$ cat config.mk
export PLATFORM = sky130hd
export DESIGN_NAME = bf16_to_mxfp8_packer_flat
export DESIGN_NICKNAME = d
export VERILOG_FILES = /design/src/rtl/bf16_to_mxfp8_packer_if.sv /design/src/rtl/bf16_to_mxfp8_packer.sv /design/src/flat_wrapper.sv
export SDC_FILE = /design/constraint.sdc
export NUM_CORES = 1
export LEC_CHECK = 0
export ABC_AREA = 1
export CORE_ASPECT_RATIO = 1.25
export CORE_MARGIN = 4
export CORE_UTILIZATION = 45
export CTS_CLUSTER_SIZE = 24
export DETAILED_ROUTE_END_ITERATION = 10
export HOLD_SLACK_MARGIN = 0.06
export PLACE_DENSITY = 0.62
export RECOVER_POWER = 25
export SLEW_MARGIN = 20
export SYNTH_ARGS = -nofsm -noshare
export SYNTH_HDL_FRONTEND = slang
export SYNTH_SLANG_ARGS = --single-unit
export TNS_END_PERCENT = 5
$ cat constraint.sdc
create_clock -name clk -period 5.7 [get_ports clk]
set_clock_uncertainty 0.15 [all_clocks]
set_input_delay 1.425 -clock clk [delete_from_list [all_inputs] [get_ports clk]]
set_output_delay 1.425 -clock clk [all_outputs]
set_load 0.01 [all_outputs]
$ cat src/rtl/bf16_to_mxfp8_packer_if.sv
// Stream bundle for the BF16-to-MXFP8 packer: BF16 input beats and MXFP8 output bytes.
interface bf16_to_mxfp8_packer_if;
    logic        in_valid;
    logic        in_ready;
    logic [15:0] in_data;
    logic        out_valid;
    logic        out_ready;
    logic [7:0]  out_data;
    logic        out_is_scale;
    logic        out_last;

    modport master (
        output in_valid, in_data, out_ready,
        input  in_ready, out_valid, out_data, out_is_scale, out_last
    );

    modport slave (
        input  in_valid, in_data, out_ready,
        output in_ready, out_valid, out_data, out_is_scale, out_last
    );
endinterface

$ cat src/rtl/bf16_to_mxfp8_packer.sv
// Collects BLOCK_SIZE BF16 values, then emits one E8M0 shared scale byte followed by
// BLOCK_SIZE E4M3 bytes (round-to-nearest-even, saturating, no subnormals).
module bf16_to_mxfp8_packer #(
    parameter int unsigned BLOCK_SIZE = 8
) (
    input logic                   clk,
    input logic                   rst_n,
    input logic                   clear,
    bf16_to_mxfp8_packer_if.slave bus
);
    localparam int unsigned IDX_W = $clog2(BLOCK_SIZE);
    localparam logic [IDX_W-1:0] LAST_IDX = IDX_W'(BLOCK_SIZE - 1);

    typedef enum logic [1:0] {FILL, EMIT_SCALE, EMIT_ELEM} state_t;

    state_t           state_q, state_d;
    logic [IDX_W-1:0] count_q, count_d;
    logic [IDX_W-1:0] idx_q, idx_d;
    logic [7:0]       emax_q, emax_d;
    logic [7:0]       scale_q, scale_d;
    logic             out_valid_q, out_valid_d;
    logic [7:0]       out_data_q, out_data_d;
    logic             out_is_scale_q, out_is_scale_d;
    logic             out_last_q, out_last_d;
    logic             in_ready_q, in_ready_d;
    logic [15:0]      data_buf [BLOCK_SIZE];

    logic             accept_c;
    logic [7:0]       e_in_c;
    logic [7:0]       emax_new_c;
    logic [7:0]       scale_new_c;
    logic [IDX_W-1:0] idx_nxt_c;

    // BF16 -> E4M3 relative to shared scale s
    function automatic logic [7:0] enc(input logic [15:0] x, input logic [7:0] s);
        logic       sign;
        logic [7:0] ex;
        logic [9:0] e;
        logic       inc;
        logic [3:0] man;
        sign = x[15];
        ex   = x[14:7];
        e    = {2'b00, ex} - {2'b00, s} + 10'd7;
        inc  = x[3] & ((|x[2:0]) | x[4]);
        man  = {1'b0, x[6:4]} + {3'b000, inc};
        if (ex == 8'd0) begin
            enc = {sign, 7'h00};
        end else if (ex == 8'hFF) begin
            enc = {sign, 7'h7E};
        end else if ($signed(e) <= 10'sd0) begin
            enc = {sign, 7'h00};
        end else begin
            if (man[3]) begin
                e = e + 10'd1;
            end
            if (($signed(e) > 10'sd15) || ((e == 10'd15) && (man[2:0] == 3'd7))) begin
                enc = {sign, 7'h7E};
            end else begin
                enc = {sign, e[3:0], man[2:0]};
            end
        end
    endfunction

    assign accept_c  = bus.in_valid & in_ready_q;
    assign idx_nxt_c = idx_q + IDX_W'(1);

    // Running block maximum exponent; inf/NaN clamp to 254 so the scale stays finite
    always_comb begin
        e_in_c      = (bus.in_data[14:7] == 8'hFF) ? 8'hFE : bus.in_data[14:7];
        emax_new_c  = (e_in_c > emax_q) ? e_in_c : emax_q;
        scale_new_c = (emax_new_c >= 8'd8) ? (emax_new_c - 8'd8) : 8'd0;
    end

    always_comb begin
        state_d        = state_q;
        count_d        = count_q;
        idx_d          = idx_q;
        emax_d         = emax_q;
        scale_d        = scale_q;
        out_valid_d    = out_valid_q;
        out_data_d     = out_data_q;
        out_is_scale_d = out_is_scale_q;
        out_last_d     = out_last_q;
        in_ready_d     = in_ready_q;

        if (clear) begin
            state_d        = FILL;
            count_d        = '0;
            idx_d          = '0;
            emax_d         = 8'd0;
            scale_d        = 8'd0;
            out_valid_d    = 1'b0;
            out_data_d     = 8'd0;
            out_is_scale_d = 1'b0;
            out_last_d     = 1'b0;
            in_ready_d     = 1'b1;
        end else begin
            case (state_q)
                FILL: begin
                    if (accept_c) begin
                        emax_d  = emax_new_c;
                        count_d = count_q + IDX_W'(1);
                        if (count_q == LAST_IDX) begin
                            state_d        = EMIT_SCALE;
                            count_d        = '0;
                            scale_d        = scale_new_c;
                            out_valid_d    = 1'b1;
                            out_data_d     = scale_new_c;
                            out_is_scale_d = 1'b1;
                            out_last_d     = 1'b0;
                            in_ready_d     = 1'b0;
                        end
                    end
                end
                EMIT_SCALE: begin
                    if (bus.out_ready) begin
                        state_d        = EMIT_ELEM;
                        idx_d          = '0;
                        out_data_d     = enc(data_buf[0], scale_q);
                        out_is_scale_d = 1'b0;
                        out_last_d     = 1'b0;
                    end
                end
                EMIT_ELEM: begin
                    if (bus.out_ready) begin
                        if (idx_q == LAST_IDX) begin
                            state_d     = FILL;
                            count_d     = '0;
                            idx_d       = '0;
                            emax_d      = 8'd0;
                            out_valid_d = 1'b0;
                            out_data_d  = 8'd0;
                            out_last_d  = 1'b0;
                            in_ready_d  = 1'b1;
                        end else begin
                            idx_d      = idx_nxt_c;
                            out_data_d = enc(data_buf[idx_nxt_c], scale_q);
                            out_last_d = (idx_nxt_c == LAST_IDX);
                        end
                    end
                end
                default: begin
                    state_d     = FILL;
                    out_valid_d = 1'b0;
                    in_ready_d  = 1'b1;
                end
            endcase
        end
    end

    always_ff @(posedge clk or negedge rst_n) begin
        if (!rst_n) begin
            state_q        <= FILL;
            count_q        <= '0;
            idx_q          <= '0;
            emax_q         <= 8'd0;
            scale_q        <= 8'd0;
            out_valid_q    <= 1'b0;
            out_data_q     <= 8'd0;
            out_is_scale_q <= 1'b0;
            out_last_q     <= 1'b0;
            in_ready_q     <= 1'b1;
        end else begin
            state_q        <= state_d;
            count_q        <= count_d;
            idx_q          <= idx_d;
            emax_q         <= emax_d;
            scale_q        <= scale_d;
            out_valid_q    <= out_valid_d;
            out_data_q     <= out_data_d;
            out_is_scale_q <= out_is_scale_d;
            out_last_q     <= out_last_d;
            in_ready_q     <= in_ready_d;
        end
    end

    // Element storage needs no reset; it is always rewritten before it is read
    always_ff @(posedge clk) begin
        if (accept_c && !clear) begin
            data_buf[count_q] <= bus.in_data;
        end
    end

    assign bus.in_ready     = in_ready_q;
    assign bus.out_valid    = out_valid_q;
    assign bus.out_data     = out_data_q;
    assign bus.out_is_scale = out_is_scale_q;
    assign bus.out_last     = out_last_q;
endmodule

$ cat src/flat_wrapper.sv
// flat-port wrapper written by rule: the top's interface ports become plain ports
module bf16_to_mxfp8_packer_flat 
#(
    parameter int unsigned BLOCK_SIZE = 8
)
  (clk, rst_n, clear, bus_in_valid, bus_in_data, bus_out_ready, bus_in_ready, bus_out_valid, bus_out_data, bus_out_is_scale, bus_out_last);
  bf16_to_mxfp8_packer_if bus_i ();
  input logic clk;
  input logic rst_n;
  input logic clear;
  input wire logic [$bits(bus_i.in_valid)-1:0] bus_in_valid;
  input wire logic [$bits(bus_i.in_data)-1:0] bus_in_data;
  input wire logic [$bits(bus_i.out_ready)-1:0] bus_out_ready;
  output wire logic [$bits(bus_i.in_ready)-1:0] bus_in_ready;
  output wire logic [$bits(bus_i.out_valid)-1:0] bus_out_valid;
  output wire logic [$bits(bus_i.out_data)-1:0] bus_out_data;
  output wire logic [$bits(bus_i.out_is_scale)-1:0] bus_out_is_scale;
  output wire logic [$bits(bus_i.out_last)-1:0] bus_out_last;
  assign bus_i.in_valid = bus_in_valid;
  assign bus_i.in_data = bus_in_data;
  assign bus_i.out_ready = bus_out_ready;
  assign bus_in_ready = bus_i.in_ready;
  assign bus_out_valid = bus_i.out_valid;
  assign bus_out_data = bus_i.out_data;
  assign bus_out_is_scale = bus_i.out_is_scale;
  assign bus_out_last = bus_i.out_last;
  bf16_to_mxfp8_packer #(.BLOCK_SIZE(BLOCK_SIZE)) u_core (.clk(clk), .rst_n(rst_n), .clear(clear), .bus(bus_i));
endmodule
; ---- After elaboration in Yosys (flattened, before gate mapping)
; Memory sizes are Yosys's and may differ from the RTL's.
; Index checks and enable logic that the tools add are counted.
[totals]
register_bits = 36
ram_bits = 128
in_bits = 21
output_inout_bits = 12
elab_cells = 155
mem_count = 1
[op_classes]
n_addsub = 11
magnitude_cmp = 6
n_eq_ne = 18
muxes = 79
bitwise = 5
reduce_logical = 25
[memory_table]
columns = name, words, width, rd, rd_clocked_by_memory_dff, write_ports, line
row1 = u_core.data_buf, 8, 16, 2, 0, 1, bf16_to_mxfp8_packer.sv:26  ; logic [15:0] data_buf [BLOCK_SIZE];
[ops]
columns = operator, n
row1 = $mux 10, 15
row2 = $mux 8, 15
row3 = $mux 7, 8
row4 = $mux 3, 9
row5 = $eq 8x8->1 const B, 3
row6 = $pmux 8 s3, 1
row7 = $add 10x1->10 const B, 2
row8 = $add 10x3->10 const B, 2
row9 = $eq 10x4->1 const B, 2
row10 = $gt 10x5->1 const B, 2
row11 = $le 10x1->1 const B, 2
row12 = $sub 8x8->9, 2
row13 = $mux 1, 17
row14 = $logic_not 8->1, 2
row15 = $pmux 8 s2, 1
row16 = $eq 3x3->1 const B, 5
row17 = $reduce_and 5->1, 3
row18 = $mux 2, 6
row19 = $pmux 3 s2, 2
row20 = $ne 3x2->1 const B, 3
row21 = $pmux 1 s3, 3
row22 = $reduce_bool 3->1, 3
row23 = $add 3x1->4, 2
row24 = $ge 8x4->1 const B, 1
row25 = other kinds (20), 33

; ---- Longest topological paths before layout
; Gate-level depths: netlist of run 1.
; An unclocked memory read counts as a cell.
[depth]
word_depth = 25
depth_mapped = 37
depth_no_buf = 33

; ---- Worst setup path before layout of run 1
; No wires, ideal clock.
[synth_path]
kind = reg2reg
startpoint = reg u_core.idx_q[0]
endpoint = reg u_core.out_data_q[3], in the netlist u_core.bus.out_data[3]
setup_time_ns = 0.116
t_arrival_ns = 4.223
t_required_ns = 5.434
setup_slack_ns = 1.210
stages_incl_launch_ff = 32
n_path_buf = 4
period_less_slack_ns = 4.490
path_cell_list = dfrtp_1 inv_2 buf_2 buf_2 ha_1 inv_1 buf_4 clkbuf_2 o21ai_0 o22ai_1 inv_1 o21ai_1 inv_1 ha_1 fa_1 ha_1 inv_1 nand2_1 nor2_1 nand3_1 nor3_2 nand2_1 nand2_1 nand2_1 nor2_1 nand3_2 nand2_4 nand3_1 nand2_1 nand3_1 nand2_1 nand2_1
[synth_between]
elab_chain_len = 25
elab_cells_between_ends = 34
classes_between = add/sub (5) / order compare (2) / eq/ne (4) / mux (16) / bitwise (2) / reduce/logical (4) / memory (1)
[synth_rtl]
columns = element, line
row1 = start: declaration, bf16_to_mxfp8_packer.sv:18  ; logic [IDX_W-1:0] idx_q, idx_d;
row2 = start signal: assignment, bf16_to_mxfp8_packer.sv:166  ; idx_q <= idx_d;
row3 = "parallel branches: the longest is 21 deep, another holds $mem_v2 8x16", n/a
row4 = $mux 8 *, bf16_to_mxfp8_packer.sv:126  ; if (idx_q == LAST_IDX) begin
row5 = $mux 8 *, bf16_to_mxfp8_packer.sv:125  ; if (bus.out_ready) begin
row6 = $pmux 8 s3 *, bf16_to_mxfp8_packer.sv:98  ; case (state_q)
row7 = $mux 8 *, bf16_to_mxfp8_packer.sv:86  ; if (clear) begin
row8 = end signal: assignment, bf16_to_mxfp8_packer.sv:170  ; out_data_q <= out_data_d;
row9 = end: declaration, bf16_to_mxfp8_packer.sv:22  ; logic [7:0] out_data_q, out_data_d;
; Mark *: on every way between the ends. The select of a mux whose other input is x is not followed.
; A chain may end at the register's enable or synchronous reset.

; ---- Final worst setup path of run 1
[layout_path]
startpoint = reg u_core.idx_q[0]
endpoint = reg u_core.out_data_q[5], in the netlist u_core.bus.out_data[5]
; Same word-level chain as after synthesis.

==> results of run 1 <==
==> worst max path at each step <==
| stage | startpoint | end | slack, ns | depth (start not counted) |
|---|---|---|---|---|
| after detailed placement | bus_in_data[10] | u_core.bus.out_data[3]$_DFFE_PN0P_ | 0.80 | 20 |
| final | u_core.idx_q[0]$_DFFE_PN0P_ | u_core.bus.out_data[5]$_DFFE_PN0P_ | 1.03 | 28 |
| after floorplan | u_core.idx_q[0]$_DFFE_PN0P_ | u_core.bus.out_data[3]$_DFFE_PN0P_ | 1.21 | 31 |
| after global placement | bus_in_data[13] | u_core.bus.out_data[3]$_DFFE_PN0P_ | 0.80 | 20 |
| after CTS | u_core.idx_q[0]$_DFFE_PN0P_ | u_core.bus.out_data[5]$_DFFE_PN0P_ | 1.04 | 28 |
| after global routing | u_core.idx_q[0]$_DFFE_PN0P_ | u_core.bus.out_data[6]$_DFFE_PN0P_ | 0.52 | 29 |
==> report_power, final <==
group	leakage [nW]	total, mW	switching (mW)	internal [mW]
clock network	0.281	1.09	0.492	0.600
registers	1.63	1.48	0.0710	1.40
logic	2.77	2.02	1.37	0.655
total	4.68	4.59	1.93	2.66
==> metrics by stage <==
step                      std cells  setup slack [ns]  power (mW)  cell area (um^2)
after CTS                      1482              1.04        4.61             10800
after global placement         1450             0.799        3.49             10200
after global routing           1482             0.516        4.94             10800
final                          1482              1.03        4.59             10800
after detailed placement       1450             0.804        3.50             10200
after floorplan                1153              1.21        2.94              9580
==> flip-flops by register name (all words and copies together), names as in the netlist <==
name	cells
u_core.bus.in_ready	1
u_core.bus.out_is_scale	1
u_core.emax_q	8
u_core.data_buf	128
u_core.bus.out_valid	1
u_core.state_q	2
u_core.bus.out_last	1
u_core.idx_q	3
u_core.scale_q	8
u_core.count_q	3
u_core.bus.out_data	8
==> synth_stat cells (2+ instances only) <==
cell,n
a21oi_1,28
buf_1,2
nor3_1,9
xor2_1,2
o22ai_1,29
nand2_2,17
xnor2_1,2
a21o_1,2
clkbuf_1,7
inv_1,135
nand3_2,8
o21ai_1,10
buf_4,6
o21bai_1,2
o211ai_1,2
o21ai_0,57
ha_1,40
fa_1,2
a31oi_2,2
nand2_4,3
nand2_1,313
a21oi_2,2
nor2_4,5
clkinv_1,4
nand4_1,15
nor2_1,118
dfrtp_1,35
nor2_2,7
nor4_1,4
buf_2,12
edfxtp_1,128
nand3_1,113
inv_2,16
==> worst max-delay path, delay by kind of cell, from the launching register on <==
family	cells	cell delay [ns]
buffers and inverters	5	0.65
DFF	1	0.38
adders and majority gates	4	1.42
AOI/OAI and AO/OA	3	0.48
and+or+nand+nor	16	1.50
==> cells by family after synthesis <==
family / count (synthesis)
adders and majority gates: 42
DFF: 164
buffers and inverters: 184
muxes: 1
and+or+nand+nor: 617
AOI/OAI and AO/OA: 141
xor gates and xnor gates: 4
==> layout make-up <==
| cell class | instances | share of cell area [%] |
|---|---|---|
| well taps | 274 | 3.18 |
| flip-flops and latches | 164 | 44.0 |
| inverters | 155 | 5.40 |
| multi-input cells | 805 | 38.0 |
| clock buffers | 20 | 4.25 |
| repair buffers | 52 | 4.23 |
| clock inverters | 12 | 0.975 |
==> metal layers <==
metal	share of wire [%]	routed length, um	GRT usage (%)
met3	3.4	834	3.19
met2	52	12900	38.8
met1	42	10400	25.6
met4	1.9	464	6.23
met5	0	0	0
==> flow_summary.yaml, run 1 <==
run_status:
  outcome: "finished with violations"
  violations: "capacitance limit, slew limit"
final_layout:
  multi_input_area_um2: 4090
  final_net_count: 1258
  final_common_cell: "nand2_1"
  layout_common_cells: "nand2_1 (313), inv_1 (135), edfxtp_1 (128)"
  fillerInstances: 1999
  area_delta_synth_final_pct: 12.6
  ff_latch_area_um2: 4750
  diodes: 0
  final_layout_size_suffix_gt1_share_pct: 9.35
  final_util_pct: 51.6
cts:
  clock-sinks: 164
  clock_latency_ns: 0.42
  clock_path_buffers: 2
  cts_hold_buf: 0
  clkTransAtPathRegs_ns: 0.07
  cts_resized: 0
  cts_buffers: 17
  post_cts_buffers: 0
  htree_num_levels: 4
  cts_tree: "yes"
  clockRootBuffer: "clkbuf_16"
synthesis:
  synthAdderAreaFrac_pct: 5.64
  ys_seq_area_share_pct: 49.6
  synthXorXnorAreaFrac_pct: 0.366
  synth_cell_types: 49
  syn_area_um2: 9580
  synthSimpleGateAreaFrac_pct: 28.3
  syn_nets: 1216
  ys_seq_elements: 164
  syn_inst: 1153
  synth_edf_count: 128
  ys.warnings.count: 0
  yosys.area.top_type: "edfxtp_1"
  async_flop_share_pct: 22.0
  synth_ff_type: "edfxtp_1"
  synth_top_area_share_pct: 40.1
  synthTopCellsByArea: "edfxtp_1 (40%), nand2_1 (12%), dfrtp_1 (9.1%)"
  synth_mux_area_share_pct: 0.118
  synth_top_family_by_area: "simple AND/OR/NAND/NOR gates"
  synth-compound-area-share_pct: 8.36
  synth.avg_cell_area_um2: 8.31
global_routing:
  overflow: 0
  antenna_found_initial: 1
  grt_use_total_pct: 21.1
  grt_pass1_wl_um: 39300
  grt_max_degree: 57
  grt_pass1_vias: 7400
critical_path:
  r2r-end: "u_core.bus.out_data[5]$_DFFE_PN0P_"
  start_kind: "flip-flop"
  critPathRequiredTime_ns: 5.86
  worstRegToRegCells: 28
  crit_path_end_kind: "flip-flop"
  reg2reg_from: "u_core.idx_q[0]$_DFFE_PN0P_"
  crit_arrival_ns: 4.83
  crit_type: "flip-flop to flip-flop"
  cp_slowest_cell: "fa_1"
  regToRegSetupSlack_ns: 1.03
  critical_path.max_fanout: 11
  cp_common_cell: "nand2_1"
  slowest_delay_ns: 0.51
sta:
  hold_viol: 0
  fmax_mhz: 214
  finalSetupViolCount: 0
  period_share_pct: 82.0
  final_max_slew_viol_count: 37
  final.setup.tns_ns: 0
  min_period_ns: 4.67
  hold_ws_ns: 0.329
  slew_headroom_pct: -39.8
  worst_slew_pin_slew_ns: 2.10
  rsz0062_at_grt: "no"
detailed_routing:
  vias: 7759
  drt_iter0_drc: 491
  postRouteWirelength_um: 24600
  ant_nets: 0
  wl_per_cell_um: 16.6
  drc: 0
  dr.pass1.iters: 5
  viasPerCell: 5.24
min_path:
  hold_path_class: "flip-flop to flip-flop"
  hold_path_depth: 2
  worst_hold_startpoint: "u_core.bus.in_ready$_DFFE_PN1P_"
  min_to: "u_core.bus.in_ready$_DFFE_PN1P_"
floorplan:
  dieArea_um2: 23700
  pin_count: 33
  die_width_um: 138
  core.rowCount: 59
  die_h_um: 171
  coreArea_um2: 20900
  start_util_pct: 45.8
placement:
  io_buffers: 32
  gp_routability_congestion: 0.928
  hpwl_um: 17700
power:
  p_leak_nw: 4.68
  p_per_area_nw_per_um2: 426
  ir_drop_uv: 230
run:
  max-cap-violations: 1
Note: power is estimated with default switching activity, not from simulation.
==> run 2, diff against run 1 <==
clock period = 4.3 ns   (was 5.7 ns; I/O delays follow)
==> run 2 against run 1 <==
  * Worst hold slack better by 0.0035 ns
  * Routed wire length is 3.5% lower
  * The flow still finishes with violations (capacitance limit, slew limit)
  * Non-clock buffer count is 17 higher
  * Largest power group unchanged
  * Die area stayed put
  * Flip-flop and latch count stayed put
  * Setup slack worse by 0.75 ns
  * Critical path depth is 1 higher
  * Power is 37% higher
==> flow_summary.yaml, run 2 (same netlist as run 1, synthesis figures left out) <==
final_layout:
  final_common_cell: "nand2_1"
  layout_common_cells: "nand2_1 (307), inv_1 (130), edfxtp_1 (128)"
  diodes: 0
  final_layout_size_suffix_gt1_share_pct: 13.6
  regMostFlops: "u_core.data_buf"
  final_net_count: 1275
  final_util_pct: 53.2
  area_delta_synth_final_pct: 16.1
  largest_reg_flops: 128
  fillerInstances: 2000
  multi_input_area_um2: 4240
  ff_latch_area_um2: 4750
cts:
  clkTransAtPathRegs_ns: 0.08
  cts_buffers: 17
  htree_num_levels: 4
  cts_tree: "yes"
  clockRootBuffer: "clkbuf_16"
  clock_path_buffers: 2
  cts_hold_buf: 0
  clock-sinks: 164
  clock_latency_ns: 0.42
power:
  combPwrFrac_pct: 45.6
  p_sw_mw: 2.66
  p_leak_nw: 4.76
  p_sw_share_pct: 42.5
  p_per_area_nw_per_um2: 564
  pwr-share-clk_pct: 23.6
  seqPwrFrac_pct: 30.9
  p_int_mw: 3.61
  design_power_total_mw: 6.27
  ir_drop_uv: 308
detailed_routing:
  vias: 7883
  drc: 0
  drt_iter0_drc: 642
  viasPerCell: 5.26
  dr.pass1.iters: 7
  postRouteWirelength_um: 23700
  wl_per_cell_um: 15.8
  ant_nets: 0
global_routing:
  grt_max_degree: 37
  antenna_found_initial: 0
  grt_pass1_wl_um: 38800
  grt_pass1_vias: 7560
  overflow: 0
  grt_use_total_pct: 20.4
critical_path:
  critical_path.max_fanout: 7
  reg2reg_from: "u_core.idx_q[0]$_DFFE_PN0P_"
  cp-startpoint: "u_core.idx_q[0]$_DFFE_PN0P_"
  slowest_delay_ns: 0.57
  start_kind: "flip-flop"
  crit_type: "flip-flop to flip-flop"
  cp_slowest_cell: "fa_2"
  cp_common_cell: "nand2_1"
  critPathRequiredTime_ns: 4.46
  crit_path_end_kind: "flip-flop"
  worstRegToRegCells: 29
  crit_arrival_ns: 4.18
floorplan:
  pin_count: 33
  start_util_pct: 45.8
  die_width_um: 138
  core.rowCount: 59
  die_h_um: 171
  dieArea_um2: 23700
  coreArea_um2: 20900
sta:
  fmax_mhz: 249
  hold_viol: 0
  period_share_pct: 93.5
  min_period_ns: 4.02
  worst_slew_pin_slew_ns: 1.94
  slew_headroom_pct: -29.3
  final_max_slew_viol_count: 37
  finalSetupViolCount: 0
  rsz0062_at_grt: "yes"
placement:
  hpwl_um: 17300
  io_buffers: 32
  gp_routability_congestion: 0.884
run_status:
  outcome: "finished with violations"
  violations: "capacitance limit, slew limit"
run:
  max-cap-violations: 1
min_path:
  hold_path_class: "flip-flop to flip-flop"
  hold_path_depth: 2
  worst_hold_startpoint: "u_core.bus.in_ready$_DFFE_PN1P_"
-- run 2: metal layers --
layer	wire, um	part of all wire (%)	global-route usage (%)	vias up
li1	-	-	-	3950
met1	10400	44	26.0	3710
met2	11800	50	36.8	186
met3	866	3.6	2.07	37
met4	607	2.6	5.97	0
met5	0	0	0	-
-- run 2: path summary, 6_finish.rpt --
path	to	slack, ns
worst max-delay path	u_core.bus.out_data[3]$_DFFE_PN0P_	0.28
worst min-delay path	u_core.bus.in_ready$_DFFE_PN1P_	0.33
worst max register to register	u_core.bus.out_data[3]$_DFFE_PN0P_	0.28
worst min register to register	u_core.bus.in_ready$_DFFE_PN1P_	0.33
max in group asynchronous	u_core.idx_q[0]$_DFFE_PN0P_	1.69
min in group asynchronous	u_core.scale_q[4]$_DFFE_PN0P_	1.04
-- run 2: what timing repair did --
action	4_1_cts	5_1_grt
buffers inserted	0	5
gates resized for setup	0	47
hold endpoints to repair	0	0
endpoints found under the setup margin	0	7
-- run 2: critical path: cells and delay by family (launching register included) --
family | cells | cell delay (ns)
AOI/OAI and AO/OA | 3 | 0.45
buffers and inverters | 6 | 0.34
and+or+nand+nor | 16 | 1.38
adders and majority gates | 4 | 1.20
DFF | 1 | 0.41
-- run 2: per-stage QoR --
| stage | area, um^2 | std cells | setup slack [ns] | hold slack, ns | TNS, ns |
|---|---|---|---|---|---|
| 2_1_floorplan | 9610 | 1153 | 0.00732 | 0.328 | 0 |
| 3_3_place_gp | 10300 | 1462 | 0.0862 | 0.318 | 0 |
| 3_5_place_dp | 10300 | 1462 | 0.0357 | 0.318 | 0 |
| 4_1_cts | 10900 | 1494 | 0.0407 | 0.336 | 0 |
| 5_1_grt | 11100 | 1499 | -0.0489 | 0.369 | -0.139 |
| 6_report | 11100 | 1499 | 0.280 | 0.332 | 0 |
-- run 2: cell type report --
type	count	share of cell area, %
Timing Repair Buffer	69	5.54
Multi-Input combinational cell	805	38.2
Sequential cell	164	42.7
Inverter	155	5.28
Clock inverter	15	1.40
Clock buffer	17	3.83
Tap cell	274	3.08
-- run 2: power groups by stage --
| stage | registers (mW) | clock network (mW) | logic, mW |
|---|---|---|---|
| after floorplan | 1.97 | 0 | 1.94 |
| after global placement | 1.97 | 0 | 2.67 |
| after detailed placement | 1.97 | 0 | 2.68 |
| after CTS | 1.94 | 1.50 | 2.69 |
| after global routing | 1.95 | 1.57 | 3.22 |
| final | 1.94 | 1.48 | 2.86 |
